$ cat src/rtl/p_transformation_pkg.sv
// Shared definitions for the permutation/key-mixing stage: default sizes,
// FSM encoding and the round-key rotation helper.
package p_transformation_pkg;

  localparam int DEF_WIDTH  = 8;
  localparam int DEF_ROUNDS = 4;
  // Widest datapath the rotation helper supports.
  localparam int MAX_WIDTH  = 64;

  typedef enum logic {
    NOKEY = 1'b0,
    RUN   = 1'b1
  } state_t;

  // Rotate the low w bits of v left by 2; bits at and above w return 0.
  function automatic logic [MAX_WIDTH-1:0] rotl2(input logic [MAX_WIDTH-1:0] v,
                                                 input int unsigned w);
    logic [MAX_WIDTH-1:0] r;
    r = '0;
    for (int unsigned i = 0; i < MAX_WIDTH; i++) begin
      if (i < w) r[i] = v[(i + w - 2) % w];
    end
    return r;
  endfunction

endpackage

$ cat src/rtl/p_perm.sv
// Fixed bit permutation P: even input bits go to the upper half and odd input
// bits go to the lower half. Purely combinational, so the inverse path can reuse it.
module p_perm #(
  parameter int WIDTH = 8
) (
  input  logic [WIDTH-1:0] word,
  output logic [WIDTH-1:0] permuted
);

  always_comb begin
    // NOTE: a default assignment before the loop keeps every bit driven on
    // every path, so no latch is inferred.
    permuted = '0;
    for (int k = 0; k < WIDTH / 2; k++) begin
      permuted[WIDTH/2 + k] = word[2*k];
      permuted[k]           = word[2*k + 1];
    end
  end

endmodule

$ cat src/rtl/p_transformation.sv
// Permutation/key-mixing stage: P(in_data) XOR a rotating round key, with a
// registered valid/ready output and a round counter.
module p_transformation
  import p_transformation_pkg::*;
#(
  parameter int WIDTH  = DEF_WIDTH,
  parameter int ROUNDS = DEF_ROUNDS,
  localparam int RW    = (ROUNDS > 1) ? $clog2(ROUNDS) : 1
) (
  input  logic             clk,
  input  logic             rst_n,
  input  logic             key_load,
  input  logic [WIDTH-1:0] key,
  input  logic             in_valid,
  output logic             in_ready,
  input  logic [WIDTH-1:0] in_data,
  output logic             out_valid,
  input  logic             out_ready,
  output logic [WIDTH-1:0] out_data,
  output logic [RW-1:0]    out_round
);

  state_t           state, state_next;
  logic [WIDTH-1:0] master_key;
  logic [WIDTH-1:0] rk;
  logic [RW-1:0]    round;
  logic [WIDTH-1:0] permuted;
  logic             acc;
  logic             last_round;

  p_perm #(.WIDTH(WIDTH)) u_perm (
    .word     (in_data),
    .permuted (permuted)
  );

  // NOTE: every clocked register uses non-blocking assignments, so all of
  // them see values from before the edge regardless of statement order.
  always_ff @(posedge clk or negedge rst_n) begin
    if (!rst_n) state <= NOKEY;
    else        state <= state_next;
  end

  // Only reset leaves RUN; key_load both arms the stage and reloads the key.
  always_comb begin
    state_next = state;
    if (key_load) state_next = RUN;
  end

  always_comb begin
    in_ready = (state == RUN) && !key_load && (!out_valid || out_ready);
  end

  assign acc        = in_valid && in_ready;
  assign last_round = (round == RW'(ROUNDS - 1));

  // The round key is kept pre-rotated so the datapath needs no barrel shifter.
  always_ff @(posedge clk or negedge rst_n) begin
    if (!rst_n) begin
      master_key <= '0;
      rk         <= '0;
      round      <= '0;
    end else if (key_load) begin
      master_key <= key;
      rk         <= key;
      round      <= '0;
    end else if (acc) begin
      if (last_round) begin
        rk    <= master_key;
        round <= '0;
      end else begin
        rk    <= WIDTH'(rotl2(MAX_WIDTH'(rk), WIDTH));
        round <= round + RW'(1);
      end
    end
  end

  // A new acceptance overwrites a result being consumed in the same cycle.
  always_ff @(posedge clk or negedge rst_n) begin
    if (!rst_n) begin
      out_valid <= 1'b0;
      out_data  <= '0;
      out_round <= '0;
    end else if (acc) begin
      out_valid <= 1'b1;
      out_data  <= permuted ^ rk;
      out_round <= round;
    end else if (out_valid && out_ready) begin
      out_valid <= 1'b0;
    end
  end

endmodule

$ cat config.mk
export PLATFORM = sky130hd
export DESIGN_NAME = p_transformation
export DESIGN_NICKNAME = d
export VERILOG_FILES = /design/src/rtl/p_transformation_pkg.sv /design/src/rtl/p_perm.sv /design/src/rtl/p_transformation.sv
export SDC_FILE = /design/constraint.sdc
export NUM_CORES = 1
export LEC_CHECK = 0
export ABC_AREA = 0
export CAP_MARGIN = 20
export CORE_MARGIN = 10
export CORE_UTILIZATION = 49
export CTS_BUF_LIST = sky130_fd_sc_hd__clkbuf_16
export CTS_CLUSTER_DIAMETER = 150
export DETAILED_ROUTE_END_ITERATION = 10
export MAX_ROUTING_LAYER = met4
export PLACE_DENSITY_LB_ADDON = 0.08
export SYNTH_ARGS = -nofsm -noshare
export SYNTH_HDL_FRONTEND = slang
export SYNTH_SLANG_ARGS = --single-unit
$ cat constraint.sdc
create_clock -name clk -period 1.6 [get_ports clk]
set_input_delay 0.32 -clock clk [delete_from_list [all_inputs] [get_ports clk]]
set_output_delay 0.32 -clock clk [all_outputs]
set_load 0.005 [all_outputs]
==> run summary, run 1 <==
====================================================================================
Worst-Skew Late Latency                                                      0.28 ns
Worst Path Required                                                          1.28 ns
Leakage power                                                               0.928 nW
Post-synth top area share                                                      50.2%
Congestion Overflow GR                                                             0
Final design utilization                                                       72.1%
Critical Path, Cell by Cell                                             clkdlybuf4s50_1 > nand2b_1 > nor2_1 > dlygate4sd2_1
Hold Slack                                                                  0.423 ns
Hold violation count in the final report                                           0
DP Wirelength                                                                2.39 mm
Most instantiated cells after synthesis                                 dfrtp_1, inv_1, mux2_2
Pre-CTS worst setup slack                                                  -0.194 ns
Final weighted congestion in routability-driven placement                      0.831
Slew Viols, Final                                                                  0
Worst-case vdd ir drop                                                        750 uV
Die Y                                                                        75.3 um
Part of the Yosys area used for sequential elements                            50.2%
Cell with the biggest individual delay on the critical path             clkdlybuf4s50_1
Unrepaired setup endpoints after global routing                                false
Number of rows in the core area                                                   19
Crit Path Max Fanout                                                               2
Maxcap violations                                                                  0
Post-route clock skew                                                     0.00165 ns
Drt total wl                                                                 3.43 mm
Setup violations, final                                                            0
Worst-case clock buffer depth                                                      2
Most common flop cell mapped by yosys                                        dfrtp_1
CTS Root Cell                                                              clkbuf_16
Violation count after the first detailed-routing iteration                        66
Antenna-violating nets left                                                        0
Met2 global-route usage                                                        20.1%
I/O pin total                                                                     33
Power density cells                                                     1140 nW/um^2
Area enclosed by the die boundary                                          5660 um^2
Synth Area per Inst                                                        11.4 um^2
Wire length of the first global-routing pass                                 5.71 mm
Layout Area Growth over Synthesis                                              36.3%
Clock-pin slew on the worst setup and hold paths                             0.05 ns
Period utilization                                                             95.1%
Number of nets at the end of the flow                                            192
Syn Inst Count                                                                   131
Grt peak-use layer                                                              met2
Final Total Pwr                                                              2.33 mW
Overall Global Routing Usage                                                   13.9%
Worst Max-Slew Pin Slew                                                     0.369 ns
Number of synthesized flops with an enable pin                                     0
Number of buffers inserted for hold repair after clock tree synthesis              0
Worst rel slew slack                                                           75.4%
Final routed DRC violation total                                                   0
Post-CTS setup-driven buffer insertion count                                       0
Placeable core region                                                      2830 um^2
Dominant delay contributor by cell family on the critical path          buffers and inverters
CP endpoint kind                                                          output pin
Starting Density                                                               52.9%
Number of nets in the synthesized netlist                                        153
Cell area after technology mapping                                         1500 um^2
Area of all placed cells without fillers                                   2040 um^2
Sum of buffers and inverters on the critical path                                  2
GR met3 Demand/Resource                                                        4.20%
H-tree depth reported by CTS                                                       2
Detail-routed via count per cell                                                5.45
Share of post-route cells with drive strength above 1                          24.6%
R2R Setup Slk                                                                0.12 ns
Top cell type by total area after synthesis                                  dfrtp_1
Number of distinct library cells after synthesis                                  22
Yosys reg bits                                                                    30
GRT met1 Usage                                                                 16.9%
Dominant cells by area after synthesis                                  dfrtp_1, mux2_2, mux2_4
Maximum number of pins on one net before global-route repair                      31
Min Clock Period, post-route                                                 1.52 ns
Vias in the first global route                                                 1,140
Count of buffers from port buffering                                              32
Critical path start-end classification                                        in2out
Yosys synthesis warning count                                                      0
Kind of path behind the tightest hold check                                 in2async
Clock Sinks                                                                       30
Top achievable clock speed                                                   657 MHz
Initial antenna violation count                                                    0
Total vias in the final route                                                  1,100
Kind of launch point of the worst setup path                            primary input
Max incr delay on CP                                                         0.46 ns
Width of the die                                                             75.3 um
Drt pass-1 iters                                                                   4
Number of antenna diodes                                                           0
Fraction of registers with async set/reset                                      100%
Cell with the most instances after synthesis                                 dfrtp_1
Run status                                                              finished clean
Post-place instance area                                                   1870 um^2
Number of buffers created by CTS                                                   5
CTS tree                                                                        done
Worst setup margin                                                         0.0779 ns
Arrival time of data at the critical path endpoint                           1.20 ns
Post-detailed-route wirelength per cell                                      17.0 um
====================================================================================
==> cells in the final DEF, fill, tap and decap left out, types with 2 or more instances in the layout <==
cell             instances
mux2_2                  11
xor2_1                   8
buf_4                    9
a31oi_1                  8
clkbuf_16                5
clkdlybuf4s50_1         30
inv_1                   12
o31ai_1                  8
nor4_1                   5
o21ai_0                 10
nor4_2                   3
mux2_4                   7
nand2_1                 10
dfrtp_1                 30
nand2b_1                 2
==> layer usage <==
layer | routed length, um | share of wire (%)
met2 | 1570 | 46
met1 | 1540 | 45
met5 | 0 | 0
met4 | 38 | 1.1
met3 | 284 | 8.3
==> path summary, 6_finish.rpt <==
kind                                  start     endpoint  cells after the start
worst max-delay path               key_load     in_ready                      4
worst min-delay path                  rst_n  out_data[5]                      2
worst max register to register     round[0]        rk[4]                      5
worst min register to register  out_data[1]  out_data[1]                      1
max in group asynchronous             rst_n  out_data[2]                      2
min in group clk                out_data[1]  out_data[1]                      1
==> stage by stage <==
stage | instances | setup TNS [ns]
after global routing | 202 | 0
after CTS | 202 | 0
after global placement | 194 | -2.01
after floorplan | 131 | 0
final | 202 | 0
after detailed placement | 194 | -2.19
==> sequential cells by signal, indices dropped and copies added, names as in the netlist <==
name / count
out_valid: 1
round: 2
rk: 8
state: 1
out_data: 8
out_round: 2
master_key: 8
==> power breakdown <==
group / internal [mW] / total [mW] / switching, mW
combinational: 0.323 / 0.503 / 0.180
sequential: 0.873 / 0.947 / 0.0732
clock: 0.560 / 0.879 / 0.319
==> area by class of cell <==
class,count,area [um^2]
multi-input combinational,79,654
timing repair buffer,42,409
clock buffer,5,125
inverter,12,48.8
clock inverter,3,12.5
fill,222,790
tap,31,38.8
sequential,30,751
==> cell families after synthesis <==
family | share of synthesized area (%)
multiplexers | 15.3
XOR/XNOR | 4.68
adder cells (fa/ha/maj) | 0.836
AND/OR/NAND/NOR | 9.45
buffers and inverters | 7.69
flip-flops | 50.2
AO/OA/AOI/OAI | 11.9
==> repair_timing <==
item,CTS,global route
resized for setup,2,7
cloned,0,0
endpoints found under the setup margin,1,7
Note: power is estimated with default switching activity, not from simulation.
==> inputs of run 2 (changes only) <==
- ABC_CLOCK_PERIOD_IN_PS: not set -> 1600
==> results of run 2 <==
The final DEF is identical to that of run 1; final timing and power are the same.
==> inputs of run 3 (changes only) <==
- ABC_CLOCK_PERIOD_IN_PS: 1600 -> 1700
- PLACE_DENSITY_LB_ADDON: 0.08 -> 0.2
- clock period: 1.6 -> 1.7 ns (I/O delays scaled with it)
==> run summary, run 3 (synthesis results as in run 1) <==
=====================================================================================
Multi-input gate area                                                        633 um^2   -3.3%
Non-filler cells, final                                                           202   unchanged
Worst-case clock buffer depth                                                       2   unchanged
Critical path start-end classification                                         in2out
Biggest registers after layout                                           master_key x8, out_data x8, rk x8
Area of all placed cells without fillers                                    2000 um^2   -2.0%
Placeable core region                                                       2830 um^2   unchanged
Crit Path Max Fanout                                                                2   unchanged
Min Clock Period, post-route                                                  1.60 ns
GRT met1 Usage                                                                  16.2%   -0.73 points
Initial antenna violation count                                                     0   unchanged
Final routed DRC violation total                                                    0   unchanged
Hold violation count in the final report                                            0   unchanged
Period utilization                                                              93.9%
H-tree depth reported by CTS                                                        2   unchanged
Post-place instance area                                                    1860 um^2   -0.67%
Worst rel slew slack                                                            74.5%   -0.91 points
Antenna-violating nets left                                                         0   unchanged
Detail-routed via count per cell                                                 5.62   +3.2%
Number of nets at the end of the flow                                             192   unchanged
Filler Cells Inserted                                                             216   -2.7%
Vias in the first global route                                                  1,142   +0.18%
Final weighted congestion in routability-driven placement                       0.797   -4.1%
GR met3 Demand/Resource                                                         5.39%   +1.2 points
Total vias in the final route                                                   1,135   +3.2%
Unrepaired setup endpoints after global routing                                 false
Slew Viols, Final                                                                   0   unchanged
Final design utilization                                                        70.6%   -1.5 points
Wire length of the first global-routing pass                                  5.71 mm   +0.12%
CTS Root Cell                                                               clkbuf_16
Worst Path Required                                                           1.36 ns   +0.08 ns
Worst setup margin                                                           0.103 ns   +0.0250 ns
Number of rows in the core area                                                    19   unchanged
Post-route clock skew                                                      0.00478 ns   +0.00313 ns
Setup violations, final                                                             0   unchanged
Post-detailed-route wirelength per cell                                       17.0 um   +0.29%
Starting Density                                                                52.9%   unchanged
Number of buffers inserted for hold repair after clock tree synthesis               0   unchanged
Run status                                                               finished clean
Kind of path behind the tightest hold check                                  in2async
Leakage power                                                                0.911 nW   -1.8%
Post-CTS setup-driven buffer insertion count                                        0   unchanged
Part of the power in the clock network                                          37.4%   -0.4 points
DP Wirelength                                                                 2.48 mm   +3.9%
Drt total wl                                                                  3.44 mm   +0.29%
Worst-Skew Late Latency                                                       0.27 ns   about the same
Congestion Overflow GR                                                              0   unchanged
Top achievable clock speed                                                    626 MHz
Worst Max-Slew Pin Slew                                                      0.383 ns   +0.0136 ns
Number of buffers created by CTS                                                    5   unchanged
Arrival time of data at the critical path endpoint                            1.26 ns   +0.06 ns
Setup_tns                                                                        0 ns   unchanged
Pre-CTS worst setup slack                                                   -0.155 ns   +0.0385 ns
Share of post-route cells with drive strength above 1                           21.1%   -3.5 points
Clock-pin slew on the worst setup and hold paths                              0.05 ns   about the same
CTS tree                                                                         done
Sequential share of power                                                       41.0%   +0.4 points
Maximum number of pins on one net before global-route repair                       31   unchanged
Maxcap violations                                                                   0   unchanged
Total internal power                                                          1.65 mW   -6.2%
Cell total after placement                                                        194   unchanged
CP endpoint kind                                                           output pin
Violation count after the first detailed-routing iteration                         59   -11%
Worst-case vdd ir drop                                                         653 uV   -13%
I/O pin total                                                                      33   unchanged
Width of the die                                                              75.3 um   unchanged
Clock Sinks                                                                        30   unchanged
Commonest cells after routing, fill and taps aside                       clkdlybuf4s50_1, dfrtp_1, inv_1, mux2_2
Count of buffers from port buffering                                               32   unchanged
Kind of launch point of the worst setup path                             primary input
Overall Global Routing Usage                                                    13.9%   +0.044 points
Met2 global-route usage                                                         20.7%   +0.57 points
Number of antenna diodes                                                            0   unchanged
Most frequent standard cell in the layout excluding fill and tap cells   clkdlybuf4s50_1
Flip-flop and latch area                                                     751 um^2   unchanged
Drt pass-1 iters                                                                    4   unchanged
Power density cells                                                      1090 nW/um^2   -4.9%
Die Y                                                                         75.3 um   unchanged
Proportion of total power due to net switching                                  24.1%   -0.51 points
Grt peak-use layer                                                               met2
Logic gate share of total power                                                 21.5%   about the same
P_sw                                                                           522 uW   -8.8%
Layout Area Growth over Synthesis                                               33.5%
Area enclosed by the die boundary                                           5660 um^2   unchanged
=====================================================================================
## run 3: cell count changes in the layout (fill, tap and decap cells not counted), sizes merged
cell / delta
clkdlybuf4s50: +1
clkinv: +2
clkinvlp: -1
dlymetal6s2s: -1
inv: -1
## run 3: final cells by class
class	count	share of cell area, %
Sequential cell	30	37.6
Multi-Input combinational cell	79	31.7
Timing Repair Buffer	42	19.7
Clock buffer	5	6.26
Inverter	12	2.25
Tap cell	31	1.94
Clock inverter	3	0.564
## run 3: per-layer routing
| layer | part of all wire, % | up-vias |
|---|---|---|
| li1 | - | 541 |
| met1 | 43 | 557 |
| met2 | 49 | 29 |
| met3 | 6.1 | 8 |
| met4 | 2.1 | 0 |
| met5 | 0 | - |
## run 3: worst paths after layout
| path | slack [ns] | to | cells after the start | startpoint |
|---|---|---|---|---|
| min in group clk | 0.50 | out_data[2] | 1 | out_data[2] |
| min reg2reg | 0.50 | out_data[2] | 1 | out_data[2] |
| max | 0.10 | in_ready | 4 | out_ready |
| max reg2reg | 0.12 | rk[1] | 5 | round[0] |
| max in group asynchronous | 0.97 | out_data[3] | 2 | rst_n |
| min | 0.45 | out_round[0] | 2 | rst_n |
## run 3: power groups by stage
stage	clock network [mW]	registers, mW	logic (mW)
3_3_place_gp	0	0.894	0.463
3_5_place_dp	0	0.902	0.474
5_1_grt	0.862	0.905	0.507
4_1_cts	0.833	0.891	0.476
2_1_floorplan	0	0.893	0.227
6_report	0.812	0.890	0.467
## run 3: worst max-delay path, cell delays in order
cell and delay, ns:
clkdlybuf4s50_1 0.43, nor2b_2 0.16, nor2_1 0.06, dlygate4sd2_1 0.26
## run 3: stage by stage
step / hold slack [ns] / power (mW)
floorplan: 0.0444 / 1.12
global placement: 0.487 / 1.36
detailed placement: 0.492 / 1.38
CTS: 0.466 / 2.20
global route: 0.497 / 2.27
finish: 0.451 / 2.17
## run 3: repair_timing
item,4_1_cts,5_1_grt
endpoints found under the setup margin,1,1
hold endpoints to repair,0,0
gates resized for setup,1,1
pin swaps,0,0
